--- config.mk ---
export PLATFORM = sky130hd
export DESIGN_NAME = iob_pwm_mc
export DESIGN_NICKNAME = d
export VERILOG_FILES = /design/src/rtl/iob_pwm_mc.sv
export SDC_FILE = /design/constraint.sdc
export NUM_CORES = 1
export LEC_CHECK = 0
export ABC_AREA = 1
export BUFFER_PORTS_ARGS = -buffer_cell sky130_fd_sc_hd__buf_4
export CAP_MARGIN = 20
export CORE_MARGIN = 2
export CORE_UTILIZATION = 50
export CTS_BUF_LIST = sky130_fd_sc_hd__clkbuf_8
export DETAILED_ROUTE_END_ITERATION = 7
export PLACE_DENSITY = 0.68
export SYNTH_ARGS = -nofsm -noshare
export SYNTH_HDL_FRONTEND = slang
export SYNTH_SLANG_ARGS = --single-unit
--- constraint.sdc ---
create_clock -name clk -period 8.4 [get_ports clk]
set_clock_uncertainty 0.15 [all_clocks]
set_input_delay 0.84 -clock clk [delete_from_list [all_inputs] [get_ports clk]]
set_output_delay 0.84 -clock clk [all_outputs]
set_load 0.005 [all_outputs]
--- src/rtl/iob_pwm_mc.sv ---
// Multi-channel PWM on the native CPU bus, with double-buffered period and duty registers.
// Define PWM_PRESCALER_EN to add the PRESCALE register (address 3) and its tick prescaler.
module iob_pwm_mc #(
    parameter int N_CH   = 4,
    parameter int CNT_W  = 16,
    parameter int DATA_W = 32,
    parameter int ADDR_W = 6
) (
    input  logic                clk,
    input  logic                rst,
    input  logic                valid,
    input  logic [ADDR_W-1:0]   addr,
    input  logic [DATA_W-1:0]   wdata,
    input  logic [DATA_W/8-1:0] wstrb,
    output logic [DATA_W-1:0]   rdata,
    output logic                ready,
    output logic [N_CH-1:0]     pwm_o,
    output logic                wrap_o
);

    localparam int NB = DATA_W / 8;

    logic             run;
    logic [N_CH-1:0]  en;
    logic [CNT_W-1:0] per_p;
    logic [CNT_W-1:0] per_a;
    logic [CNT_W-1:0] cnt;
    logic [CNT_W-1:0] duty_p [N_CH];
    logic [CNT_W-1:0] duty_a [N_CH];
    logic             wrap_flag;
    logic             tick;
    logic             wrap;
    logic             wr;
    logic             rd_status;
    logic [DATA_W-1:0] rd_mux;

    // Byte-lane merge of write data into the current register contents.
    function automatic logic [DATA_W-1:0] merge(input logic [DATA_W-1:0] old,
                                                input logic [DATA_W-1:0] d,
                                                input logic [NB-1:0]     s);
        logic [DATA_W-1:0] r;
        r = old;
        for (int b = 0; b < NB; b++)
            if (s[b]) r[8*b +: 8] = d[8*b +: 8];
        return r;
    endfunction

`ifdef PWM_PRESCALER_EN
    logic [15:0] prescale;
    logic [15:0] pc;
    assign tick = (pc == prescale);
`else
    assign tick = 1'b1;
`endif

    assign wrap      = run & tick & (cnt == per_a);
    assign wr        = valid & (|wstrb);
    assign rd_status = valid & ~(|wstrb) & (addr == ADDR_W'(2));

    always_comb begin
        rd_mux = '0;
        if (addr == ADDR_W'(0)) rd_mux = DATA_W'({en, run});
        if (addr == ADDR_W'(1)) rd_mux = DATA_W'(per_p);
        if (addr == ADDR_W'(2)) rd_mux = DATA_W'(wrap_flag);
`ifdef PWM_PRESCALER_EN
        if (addr == ADDR_W'(3)) rd_mux = DATA_W'(prescale);
`endif
        for (int i = 0; i < N_CH; i++)
            if (addr == ADDR_W'(4 + i)) rd_mux = DATA_W'(duty_p[i]);
    end

    always_ff @(posedge clk or posedge rst) begin
        if (rst) begin
            run       <= 1'b0;
            en        <= '0;
            per_p     <= '0;
            per_a     <= '0;
            cnt       <= '0;
            wrap_flag <= 1'b0;
            ready     <= 1'b0;
            rdata     <= '0;
            pwm_o     <= '0;
            wrap_o    <= 1'b0;
            for (int i = 0; i < N_CH; i++) begin
                duty_p[i] <= '0;
                duty_a[i] <= '0;
            end
`ifdef PWM_PRESCALER_EN
            prescale <= '0;
            pc       <= '0;
`endif
        end else begin
            ready  <= valid;
            wrap_o <= wrap;
            if (valid) rdata <= rd_mux;

            // A wrap in the same cycle as a STATUS read keeps the flag set.
            if (wrap)           wrap_flag <= 1'b1;
            else if (rd_status) wrap_flag <= 1'b0;

            // Stopped: actives follow pendings so a fresh start uses the latest values.
            if (!run) begin
                cnt   <= '0;
                per_a <= per_p;
                for (int i = 0; i < N_CH; i++) duty_a[i] <= duty_p[i];
            end else if (tick) begin
                cnt <= wrap ? '0 : cnt + CNT_W'(1);
                if (wrap) begin
                    per_a <= per_p;
                    for (int i = 0; i < N_CH; i++) duty_a[i] <= duty_p[i];
                end
            end

            for (int i = 0; i < N_CH; i++)
                pwm_o[i] <= run & en[i] & (cnt < duty_a[i]);

`ifdef PWM_PRESCALER_EN
            if (!run || tick) pc <= '0;
            else              pc <= pc + 16'd1;
            if (wr && addr == ADDR_W'(3))
                prescale <= 16'(merge(DATA_W'(prescale), wdata, wstrb));
`endif

            if (wr && addr == ADDR_W'(0))
                {en, run} <= (N_CH+1)'(merge(DATA_W'({en, run}), wdata, wstrb));
            if (wr && addr == ADDR_W'(1))
                per_p <= CNT_W'(merge(DATA_W'(per_p), wdata, wstrb));
            for (int i = 0; i < N_CH; i++)
                if (wr && addr == ADDR_W'(4 + i))
                    duty_p[i] <= CNT_W'(merge(DATA_W'(duty_p[i]), wdata, wstrb));
        end
    end

endmodule

## Word-level counts from Yosys, hierarchy flattened

Cells that the tools add are included.

- Eq/ne operators: 8
- Add/sub/neg operators: 1
- Magnitude comparators: 4
- Reduce and logical (&&, ||, !) cells: 20
- Bitwise logic cells: 13
- Mux-type cells: 15

Operators by type and width:

| cell | number |
|---|---|
| two-way mux 16 bit | 10 |
| two-way mux 64 bit | 2 |
| < comparator 16 bit | 4 |
| equality test 6 x 3 -> 1 bit (second input constant) | 4 |
| AND reduction 2 bit | 11 |
| adder 16 x 1 -> 16 bit (second input constant) | 1 |
| equality test 16 bit | 1 |
| AND 1 bit | 12 |
| equality test 6 x 1 -> 1 bit (second input constant) | 1 |
| equality test 6 x 2 -> 1 bit (second input constant) | 1 |
| logical AND 1 bit | 6 |
| logical NOT 6 bit | 1 |
| two-way mux 5 bit | 1 |
| OR reduction 4 bit | 1 |
| two-way mux 1 bit | 2 |
| inequality test 2 x 1 -> 1 bit (second input constant) | 1 |
| nonzero test 2 bit | 1 |
| NOT 1 bit | 1 |

- Logic and storage cells: 84
- Output and inout bits: 38
- Bits of input ports: 45
- Bits in registers: 220

## Logic depth before layout (Yosys ltp)

Gate-level depths: netlist (run 1).

- Word-level depth: 8
- Depth in mapped cells: 13
- Depth with buffers taken out: 11

## Least setup slack after synthesis (run 1)

Ideal clock, no wire load.

- Kind: input to register
- Start point: input port addr[5]
- End point: register per_p[2]
- Data arrival time: 1.873 ns
- Buffers on the path: 2
- Required time: 8.120 ns
- Stages: 8
- Setup slack: 6.247 ns
- Cells stage by stage: nor2_1 -> buf_2 -> nand2_1 -> nor2_4 -> nand2_1 -> clkbuf_1 -> nand2_1 -> o21ai_1

- Cells in the longest elaborated chain, start to end: 3

Ends and longest elaborated chain:

| element | line | source |
|---|---|---|
| start, declared | 12 | `input logic [ADDR_W-1:0] addr,` |
| equality test 6 x 1 -> 1 bit | 126 | `if (wr && addr == ADDR_W'(1))` |
| logical AND 1 bit | 126 |  |
| AND reduction 2 bit (no line) | -- |  |
| end signal, assigned | 127 | `per_p <= CNT_W'(merge(DATA_W'(per_p), wdata, wstrb));` |
| end, declared | 25 | `logic [CNT_W-1:0] per_p;` |

No other way between the ends.
A chain may end at the register's enable or synchronous reset.

## Worst setup path in the final report (run 1)

- Start point: input port addr[5]
- End point: register duty_p[20] (netlist bit)

- Cells in the longest elaborated chain, start to end: 3

Ends and longest elaborated chain:

| element | line | source |
|---|---|---|
| equality test 6 x 3 -> 1 bit | 129 | `if (wr && addr == ADDR_W'(4 + i))` |
| logical AND 1 bit | 129 |  |
| AND reduction 2 bit (no line) | -- |  |
| end signal, assigned by index | 130 | `duty_p[i] <= CNT_W'(merge(DATA_W'(duty_p[i]), wdata, wstrb));` |
| end, declared | 28 | `logic [CNT_W-1:0] duty_p [N_CH];` |

No other way between the ends.

==> results of run 1 <==
[power groups by stage]
stage	Sequential (W)	Combinational, W	Clock [W]
floorplan	0.00111	0.000249	0
CTS	0.00111	0.000333	0.000943
finish	0.00111	0.000332	0.000926
global placement	0.00113	0.000326	0
detailed placement	0.00113	0.000331	0
global route	0.00112	0.000383	0.000994
[per-stage QoR]
step / utilization (%) / instances / total power (W) / cell area, µm²
after floorplan: - / 1360 / 0.001356 / 10630
after global placement: 52.85 / 1621 / 0.001451 / 11040
after detailed placement: 52.85 / 1621 / 0.001458 / 11040
after CTS: 56.32 / 1684 / 0.002386 / 11770
after global routing: 56.32 / 1684 / 0.002498 / 11770
final: 56.32 / 1684 / 0.002371 / 11770
[logic make-up after synthesis]
| group | Yosys count | synth area share (%) |
|---|---|---|
| AND/OR/NAND/NOR | 691 | 26.95 |
| AO/OA/AOI/OAI | 152 | 7.347 |
| other | 1 | 0.03546 |
| XOR/XNOR | 18 | 1.491 |
| flip-flops | 204 | 48.27 |
| buffers and inverters | 218 | 8.695 |
| adder cells (fa/ha/maj) | 61 | 7.216 |
[flip-flops by register name, summed over array words and instances (netlist names)]
| register | count |
|---|---|
| pwm_o | 4 |
| wrap_o | 1 |
| ready | 1 |
| per_a | 16 |
| en | 4 |
| wrap_flag | 1 |
| duty_a | 64 |
| duty_p | 64 |
| cnt | 16 |
| rdata | 16 |
| run | 1 |
| per_p | 16 |
[cells in the final DEF (no fill, tap or decap), drive strengths merged, types with 4 or more instances in the layout]
master	Yosys	final
clkinv	0	8
ha	61	61
o21a	4	4
a21oi	28	28
clkbuf	21	44
o21ai	117	117
inv	150	158
nor3	6	6
dfrtp	204	204
nand3	114	114
buf	47	54
conb	1	16
nand2	471	471
or2	4	4
xor2	17	17
nand4	16	16
nor2	78	78
[area by class of cell]
cell class | count | area (µm²)
inverter | 150 | 570.5
clock inverter | 19 | 120.1
timing repair buffer | 54 | 405.4
sequential | 204 | 5106
fill | 1951 | 9124
clock buffer | 44 | 605.6
tap | 275 | 344.1
multi-input combinational | 938 | 4613
[layer usage]
layer	vias up	global-route usage [%]
met3	42	4.390
li1	4309	-
met2	327	36.42
met4	0	7.000
met1	4164	39.88
met5	-	0
[worst min path at each step]
stage                           from                     end  slack (ns)  cells past startpoint
2_1_floorplan  duty_p[0]$_DFFE_PP0P_   duty_a[0]$_DFFE_PP0P_        0.31                      2
6_report                         rst  duty_p[10]$_DFFE_PP0P_        0.27                      2
3_5_place_dp    rdata[0]$_DFFE_PP0P_    rdata[0]$_DFFE_PP0P_        0.33                      2
5_1_grt         rdata[0]$_DFFE_PP0P_    rdata[0]$_DFFE_PP0P_        0.36                      2
4_1_cts        duty_p[6]$_DFFE_PP0P_   duty_a[6]$_DFFE_PP0P_        0.34                      2
3_3_place_gp    rdata[0]$_DFFE_PP0P_    rdata[0]$_DFFE_PP0P_        0.32                      2
==> run_results.csv, run 1 <==
group,metric,value,unit
outcome,status,"finished, final reports clean",
timing,slew_headroom,29.05,%
power,power.density,201.5,mW/mm²
clock_tree,clockRootBuffer,"clkbuf_8",
final_layout,synthToLayoutAreaGrowth,11.24,%
routing,dr.pass1.iters,5,
critical_path,cp-end-kind,"flip-flop",
place,dp_hpwl,17660,µm
yosys,synthTopCellsByCount,"nand2_1 (471), dfrtp_1 (204), inv_1 (149)",
yosys,synth_area_leaders,"dfrtp_1 (48%), nand2_1 (17%), ha_1 (7.2%)",
global_route,grt_pass1_vias,8448,
place,routabilityCongestion,0.8348,
critical_path,cp_slowest_cell,"nor2_2",
routing,vias_per_cell,5.251,
floorplanning,die-area,0.02233,mm²
critical_path,reg2reg_depth,11,
floorplanning,chipHeight,149.4,µm
clock_tree,clockBufferDepth,3,
clock_tree,post_cts_resized,0,
yosys,synthDistinctLibCells,30,
yosys,synthCells,1345,
power,p_leak,6.347,nW
critical_path,cp_data_required_time,8.69,ns
critical_path,r2r-start,"cnt[10]$_DFF_PP0_",
critical_path,cp_cell_sequence,"buf_4, nor2_1, nand3_1, nor2_2, nand2_1, o21ai_1",
timing,fin_crit,3.277,ns
floorplanning,start_util,50.63,%
timing,fin_tns_setup,0,ns
yosys,synth_seq_area_share,48.27,%
timing,finalMaxSlewViolations,0,
floorplanning,boundaryPins,83,
yosys,yosysWarnings,0,
timing,tightestPinTransition,1.064,ns
global_route,track_usage,25.49,%
critical_path,worst-path-buf-inv,1,
clock_tree,clk_pin_slew,0.06,ns
timing,hold-worst-slack,0.2717,ns
routing,drt-wirelength-per-cell,15.96,µm
critical_path,critPathMaxFanout,17,
global_route,grt_max_degree,131,
routing,top_layer,"met4",
critical_path,worstReg2RegEnd,"duty_a[60]$_DFFE_PP0P_",
yosys,synth_area,0.01058,mm²
global_route,antenna_found_initial,0,
power,p_clk_share,39.1,%
global_route,grt_pass1_wl,44590,µm
timing,timing.final.hold_violations,0,
floorplanning,die_w,149.4,µm
routing,drcViolationCount,0,
yosys,synth_async_sr_flop_share,100.0,%
clock_tree,clock_sinks,204,
final_layout,drive_gt1_share,9.155,%
routing,drt-met1-wl,12890,µm
routing,wl_met2,11370,µm
yosys,avgSynthCellArea,7.863,µm²
final_layout,nets,1490,
critical_path,endpoint,"duty_p[20]$_DFFE_PP0P_",
routing,wl_met3,2125,µm
timing,setup_ws,5.123,ns
global_route,grt_overflow,0,
final_layout,num_antenna_cells,0,
power,p_comb_share,14.0,%
power,p_sw_share,30.07,%
critical_path,cp-startpoint,"addr[5]",
timing,rsz0062_at_grt,"false",
clock_tree,htreeDepth,2,
yosys,synth.largest_area_cell,"dfrtp_1",
critical_path,critPathTopFamily,"simple AND/OR/NAND/NOR gates",
yosys,synth_ff_type,"dfrtp_1",
critical_path,cp-start-kind,"input port",
critical_path,max_stage_delay,0.78,ns
critical_path,path_class,"in2reg",
clock_tree,cts_buffers,36,
yosys,yosys_register_bits,204,
power,max-vdd-ir-drop,0.0001424,V
routing,drt-initial-drc-count,834,
place,port_buffers,50,
place,detailedPlace.worstSlack,4.605,ns
routing,via_count,8842,
clock_tree,postCtsSetupRepairBufs,0,
power,power.internal,0.001658,W
job,max-cap-violations,0,
yosys,synth_edf_count,0,
timing,setup-violations-final,0,
floorplanning,row_count,53,
min_path,hp-class,"in2async",
critical_path,critical_path_arrival,3.57,ns
power,switchingPower,0.0007128,W
timing,max_freq,305.2,MHz
yosys,netlist.area_leader.share,48.27,%
yosys,synth.most_common_cell,"nand2_1",
timing,fin_crit_sh,39.01,%
routing,drt_wl_total,26870,µm
critical_path,cp.depth,6,
critical_path,ff2ff_setup_slack,5.71,ns
clock_tree,insertion_delay,0.53,ns
power,seq_power_share,46.9,%
clock_tree,postCtsHoldBufs,0,
floorplanning,core_area,0.02089,mm²
clock_tree,cts_tree,"yes",
routing,antenna_left,0,
Note: power is estimated with default switching activity, not from simulation.
==> run 2: changes to the inputs <==
- ABC_AREA: 1 -> 0
- PLACE_DENSITY: 0.68 -> 0.71
- clock period: 8.4 -> 2.7 ns (I/O delays scaled with it)
==> run 2 against run 1 <==
Sequential power grew to 3.1 times the previous value. Routed wire length shrank 13%. Count of clock-buffer cells in the layout grew 2. Power grew to 3.1 times the previous value.
==> run_results.csv, run 2 <==
group,metric,value,unit
outcome,status,"finished, final reports clean",
timing,setup-violations-final,0,
job,max-cap-violations,0,
clock_tree,clockRootBuffer,"clkbuf_8",
global_route,grt_pass1_vias,6899,
clock_tree,clockBufferDepth,3,
critical_path,path_class,"reg2reg",
final_layout,layout_commonest_cell,"dfrtp_1",
critical_path,r2r-start,"cnt[9]$_DFF_PP0_",
global_route,antenna_found_initial,0,
final_layout,layout_common_cells,"dfrtp_1 (204), mux2_2 (165), buf_4 (80)",
final_layout,drive_gt1_share,32.91,%
critical_path,critical_path_arrival,2.65,ns
timing,rsz0062_at_grt,"false",
clock_tree,cts_buffers,36,
final_layout,stdcell_count,1219,
timing,timing.final.hold_violations,0,
floorplanning,start_util,51.16,%
yosys,synth_async_sr_flop_share,100.0,%
place,dpl.cell_count,1134,
yosys,synth.largest_area_cell,"dfrtp_1",
clock_tree,cts_tree,"yes",
routing,drt-wirelength-per-cell,19.26,µm
global_route,track_usage,22.72,%
yosys,synth_area_leaders,"dfrtp_1 (51%), mux2_2 (19%), ha_1 (7.6%)",
routing,drt_wl_total,23470,µm
clock_tree,clk_pin_slew,0.06,ns
clock_tree,postCtsSetupRepairBufs,0,
place,port_buffers,50,
floorplanning,boundaryPins,83,
yosys,synth.most_common_cell,"dfrtp_1",
place,routabilityCongestion,0.8569,
min_path,hp-class,"in2async",
timing,fin_crit,2.396,ns
timing,fin_crit_sh,88.74,%
critical_path,cp-start-kind,"flip-flop",
clock_tree,post_cts_resized,0,
timing,tightestPinTransition,0.5792,ns
yosys,avgSynthCellArea,12.28,µm²
floorplanning,core_area,0.01959,mm²
clock_tree,postCtsHoldBufs,24,
global_route,grt_overflow,0,
clock_tree,insertion_delay,0.53,ns
critical_path,cp_data_required_time,2.95,ns
power,p_leak,5.732,nW
routing,dr.pass1.iters,7,
global_route,grt_max_degree,88,
routing,drt-initial-drc-count,443,
yosys,synth_area,0.01002,mm²
routing,vias_per_cell,5.515,
routing,antenna_left,0,
yosys,synth_edf_count,0,
power,power.density,612.9,mW/mm²
power,max-vdd-ir-drop,0.0004792,V
floorplanning,die_w,145.6,µm
timing,finalMaxSlewViolations,0,
routing,via_count,6723,
critical_path,ff2ff_setup_slack,0.30,ns
critical_path,critPathMaxFanout,49,
final_layout,synthToLayoutAreaGrowth,17.75,%
critical_path,worstReg2RegEnd,"per_a[9]$_DFFE_PP0P_",
yosys,yosysWarnings,0,
clock_tree,clock_sinks,204,
yosys,yosys_register_bits,204,
yosys,netlist.area_leader.share,50.94,%
timing,fin_tns_setup,0,ns
final_layout,num_antenna_cells,0,
routing,drcViolationCount,0,
timing,max_freq,417.3,MHz
yosys,synthDistinctLibCells,40,
global_route,grt_pass1_wl,37730,µm
yosys,synthCells,816,
critical_path,cp-end-kind,"flip-flop",
yosys,synthTopCellsByCount,"dfrtp_1 (204), mux2_2 (165), inv_1 (68)",
timing,slew_headroom,61.38,%
clock_tree,htreeDepth,2,
final_layout,nets,1037,
critical_path,reg2reg_depth,6,
yosys,synth_ff_type,"dfrtp_1",
floorplanning,row_count,51,
floorplanning,die-area,0.02119,mm²
place,dp_hpwl,16000,µm
floorplanning,chipHeight,145.6,µm
yosys,synth_seq_area_share,50.94,%
final_layout,largest_registers,"duty_a x64, duty_p x64",
run 2: how the worst max path moves through the flow:
stage	slack, ns	start	cells past startpoint	to
after floorplan	-0.36	rst	1	cnt[0]$_DFF_PP0_
after global placement	0.38	cnt[9]$_DFF_PP0_	6	duty_a[33]$_DFFE_PP0P_
after detailed placement	0.33	cnt[9]$_DFF_PP0_	6	duty_a[59]$_DFFE_PP0P_
after CTS	0.31	cnt[9]$_DFF_PP0_	6	duty_a[23]$_DFFE_PP0P_
after global routing	0.11	cnt[9]$_DFF_PP0_	6	duty_a[49]$_DFFE_PP0P_
final	0.30	cnt[9]$_DFF_PP0_	6	per_a[9]$_DFFE_PP0P_
run 2: final cells by class:
| type | count | area, µm² |
|---|---|---|
| sequential | 204 | 5105 |
| clock buffer | 46 | 633.1 |
| clock inverter | 15 | 91.34 |
| timing repair buffer | 108 | 920.9 |
| inverter | 68 | 259.0 |
| tap | 265 | 331.6 |
| fill | 1585 | 7789 |
| multi-input combinational | 513 | 4461 |
run 2: cell families after synthesis:
group / share of synthesized area (%)
AO/OA/AOI/OAI: 7.728
AND/OR/NAND/NOR: 7.228
buffers and inverters: 5.193
other: 0.03742
adder cells (fa/ha/maj): 7.615
flip-flops: 50.94
XOR/XNOR: 2.622
multiplexers: 18.64
run 2: power breakdown:
part | switching [W] | internal [W]
sequential | 0.000168 | 0.00331
clock | 0.00126 | 0.00162
combinational | 0.000439 | 0.000442
total | 0.00187 | 0.00537
run 2: worst max-delay path, cell delays in order (launching register included):
cell	delay (ns)
dfrtp_1	0.51
xnor2_1	0.29
nand4_1	0.15
nor4_1	0.26
nand2b_4	0.23
buf_12	0.27
mux2_2	0.38
run 2: layer usage:
metal | vias to the layer above | track usage (%) | part of all wire (%)
li1 | 3121 | - | -
met1 | 3371 | 33.20 | 48
met2 | 186 | 35.24 | 45
met3 | 45 | 3.793 | 4.7
met4 | 0 | 6.471 | 2.1
met5 | - | 0 | 0
run 2: metrics by stage:
step	utilization [%]	setup slack, ns	cell area (µm²)	hold WS, ns	total power (W)
finish	60.24	0.3039	11800	0.06057	0.007233
detailed placement	55.32	0.3289	10840	0.03679	0.004387
floorplan	-	-0.3643	10080	0.1514	0.004082
CTS	60.24	0.3093	11800	0.04440	0.007284
global route	60.24	0.1085	11800	0.05195	0.007551
global placement	55.32	0.3793	10840	0.03975	0.004361
==> run 3: changes to the inputs <==
- PLACE_DENSITY: 0.71 -> 0.69
- clock period: 2.7 -> 2.33 ns (I/O delays scaled with it)
==> run 3 against run 2 <==
Critical path depth stayed put. Sequential share of layout area is 0.36 points lower. Power is 15% higher.
==> run_results.csv, run 3 (synthesis results as in run 2) <==
group,metric,value,unit
routing,antenna_left,0,
final_layout,drive_gt1_share,33.33,%
clock_tree,cts_tree,"yes",
critical_path,max_stage_delay,0.38,ns
final_layout,nFillCells,1637,
timing,slew_headroom,66.10,%
timing,fin_crit_sh,96.36,%
timing,max_freq,445.4,MHz
critical_path,worst-path-buf-inv,1,
final_layout,layout_commonest_cell,"dfrtp_1",
final_layout,layout_common_cells,"dfrtp_1 (204), mux2_2 (165), buf_4 (86)",
floorplanning,start_util,51.16,%
global_route,track_usage,23.28,%
critical_path,path_class,"reg2reg",
timing,setup-violations-final,0,
job,max-cap-violations,0,
global_route,grt_pass1_vias,7116,
critical_path,cp-start-kind,"flip-flop",
critical_path,critical_path_arrival,2.48,ns
power,power.internal,0.006197,W
power,total_power,0.008320,W
floorplanning,chipHeight,145.6,µm
timing,tightestPinTransition,0.5085,ns
routing,drt-initial-drc-count,423,
outcome,status,"finished, final reports clean",
routing,drcViolationCount,0,
timing,timing.final.hold_violations,0,
global_route,antenna_found_initial,0,
clock_tree,insertion_delay,0.51,ns
timing,finalMaxSlewViolations,0,
critical_path,cp_data_required_time,2.56,ns
timing,fin_crit,2.245,ns
clock_tree,htreeDepth,2,
critical_path,critPathMaxFanout,29,
final_layout,synthToLayoutAreaGrowth,18.75,%
routing,dr.pass1.iters,5,
power,switchingPower,0.002123,W
power,power.density,699.1,mW/mm²
routing,drt-wirelength-per-cell,19.42,µm
final_layout,multi_input_area,0.004467,mm²
critical_path,cp_cell_sequence,"xnor2_1, nand4_1, nor4_2, nand2b_4, buf_12, mux2_2",
routing,vias_per_cell,5.533,
critical_path,cp_slowest_cell,"dfrtp_1",
timing,fin_tns_setup,0,ns
floorplanning,die_w,145.6,µm
final_layout,ff_latch_area,0.005105,mm²
place,routabilityCongestion,0.8395,
routing,drt_wl_total,23850,µm
clock_tree,clk_pin_slew,0.06,ns
power,p_sw_share,25.51,%
final_layout,nets,1046,
floorplanning,boundaryPins,83,
global_route,grt_overflow,0,
final_layout,num_antenna_cells,0,
power,p_leak,5.804,nW
routing,via_count,6795,
clock_tree,clock_sinks,204,
floorplanning,die-area,0.02119,mm²
place,port_buffers,50,
global_route,grt_max_degree,88,
clock_tree,clockBufferDepth,3,
place,placed_area,0.01094,mm²
global_route,grt_pass1_wl,38610,µm
critical_path,critPathTopFamily,"simple AND/OR/NAND/NOR gates",
critical_path,cp-end-kind,"flip-flop",
clock_tree,clockRootBuffer,"clkbuf_8",
timing,rsz0062_at_grt,"false",
final_layout,design_area,0.01190,mm²
power,seq_power_share,48.5,%
floorplanning,row_count,51,
clock_tree,cts_buffers,35,
floorplanning,core_area,0.01959,mm²
place,dp_hpwl,16780,µm
power,p_comb_share,12.7,%
min_path,hp-class,"in2reg",
power,max-vdd-ir-drop,0.0005018,V
power,p_clk_share,38.8,%
final_layout,largest_registers,"duty_a x64, duty_p x64",
## run 3: cell count changes in the layout (fill, tap and decap cells not counted), sizes merged
cell and change:
clkbuf -1, dlygate4sd3 +1, buf +9, clkinvlp -2
inv +2
## run 3: final timing paths
| kind | start | to | slack [ns] | cells past startpoint |
|---|---|---|---|---|
| setup / recovery | cnt[3]$_DFF_PP0_ | duty_a[40]$_DFFE_PP0P_ | 0.08 | 6 |
| hold / removal | addr[1] | wrap_flag$_DFFE_PP0P_ | 0.11 | 5 |
| setup reg to reg | cnt[3]$_DFF_PP0_ | duty_a[40]$_DFFE_PP0P_ | 0.08 | 6 |
| hold reg to reg | wrap_flag$_DFFE_PP0P_ | wrap_flag$_DFFE_PP0P_ | 0.33 | 1 |
| max in group asynchronous | rst | duty_p[45]$_DFFE_PP0P_ | 1.26 | 4 |
| min in group asynchronous | rst | duty_a[21]$_DFFE_PP0P_ | 0.29 | 4 |
## run 3: what timing repair did
action | 4_1_cts | 5_1_grt
hold endpoints to repair | 291 | 0
resized for setup | 0 | 1
hold buffers | 25 | 0
buffers inserted | 0 | 0
setup endpoints to repair | 0 | 37
## run 3: area by class of cell
| class | count | share of cell area [%] |
|---|---|---|
| clock buffers | 45 | 5.204 |
| clock inverters | 15 | 0.7044 |
| inverters | 68 | 2.176 |
| multi-input cells | 513 | 37.53 |
| flip-flops and latches | 204 | 42.89 |
| well taps | 265 | 2.786 |
| repair buffers | 118 | 8.705 |
## run 3: routing by layer
metal / up-vias / track usage (%) / share of wire [%]
li1: 3139 / - / -
met1: 3471 / 32.38 / 46
met2: 153 / 37.44 / 47
met3: 32 / 3.730 / 4.1
met4: 0 / 7.990 / 2.3
met5: - / 0 / 0
## run 3: power by group through the flow
| stage | registers (W) | logic, W | clock network, W |
|---|---|---|---|
| 3_3_place_gp | 0.00409 | 0.000996 | 0 |
| 3_5_place_dp | 0.00410 | 0.00102 | 0 |
| 5_1_grt | 0.00407 | 0.00117 | 0.00347 |
| 2_1_floorplan | 0.00402 | 0.000706 | 0 |
| 4_1_cts | 0.00404 | 0.00106 | 0.00331 |
| 6_report | 0.00404 | 0.00105 | 0.00323 |
## run 3: worst register-to-register path: stages (launching register included)
cell and delay, ns:
dfrtp_1 0.38, xnor2_1 0.20, nand4_1 0.18, nor4_2 0.36, nand2b_4 0.26, buf_12 0.21, mux2_2 0.37
## run 3: metrics by stage
step           hold WS [ns]  util [%]  worst slack (ns)  cells
2_1_floorplan        0.1144         -           -0.6973    831
3_3_place_gp         0.2650     55.85           0.09854   1143
3_5_place_dp         0.2681     55.85           0.05392   1143
4_1_cts             0.07285     60.72           0.03636   1228
5_1_grt              0.1395     60.75           0.03761   1228
6_report             0.1072     60.75           0.08492   1228
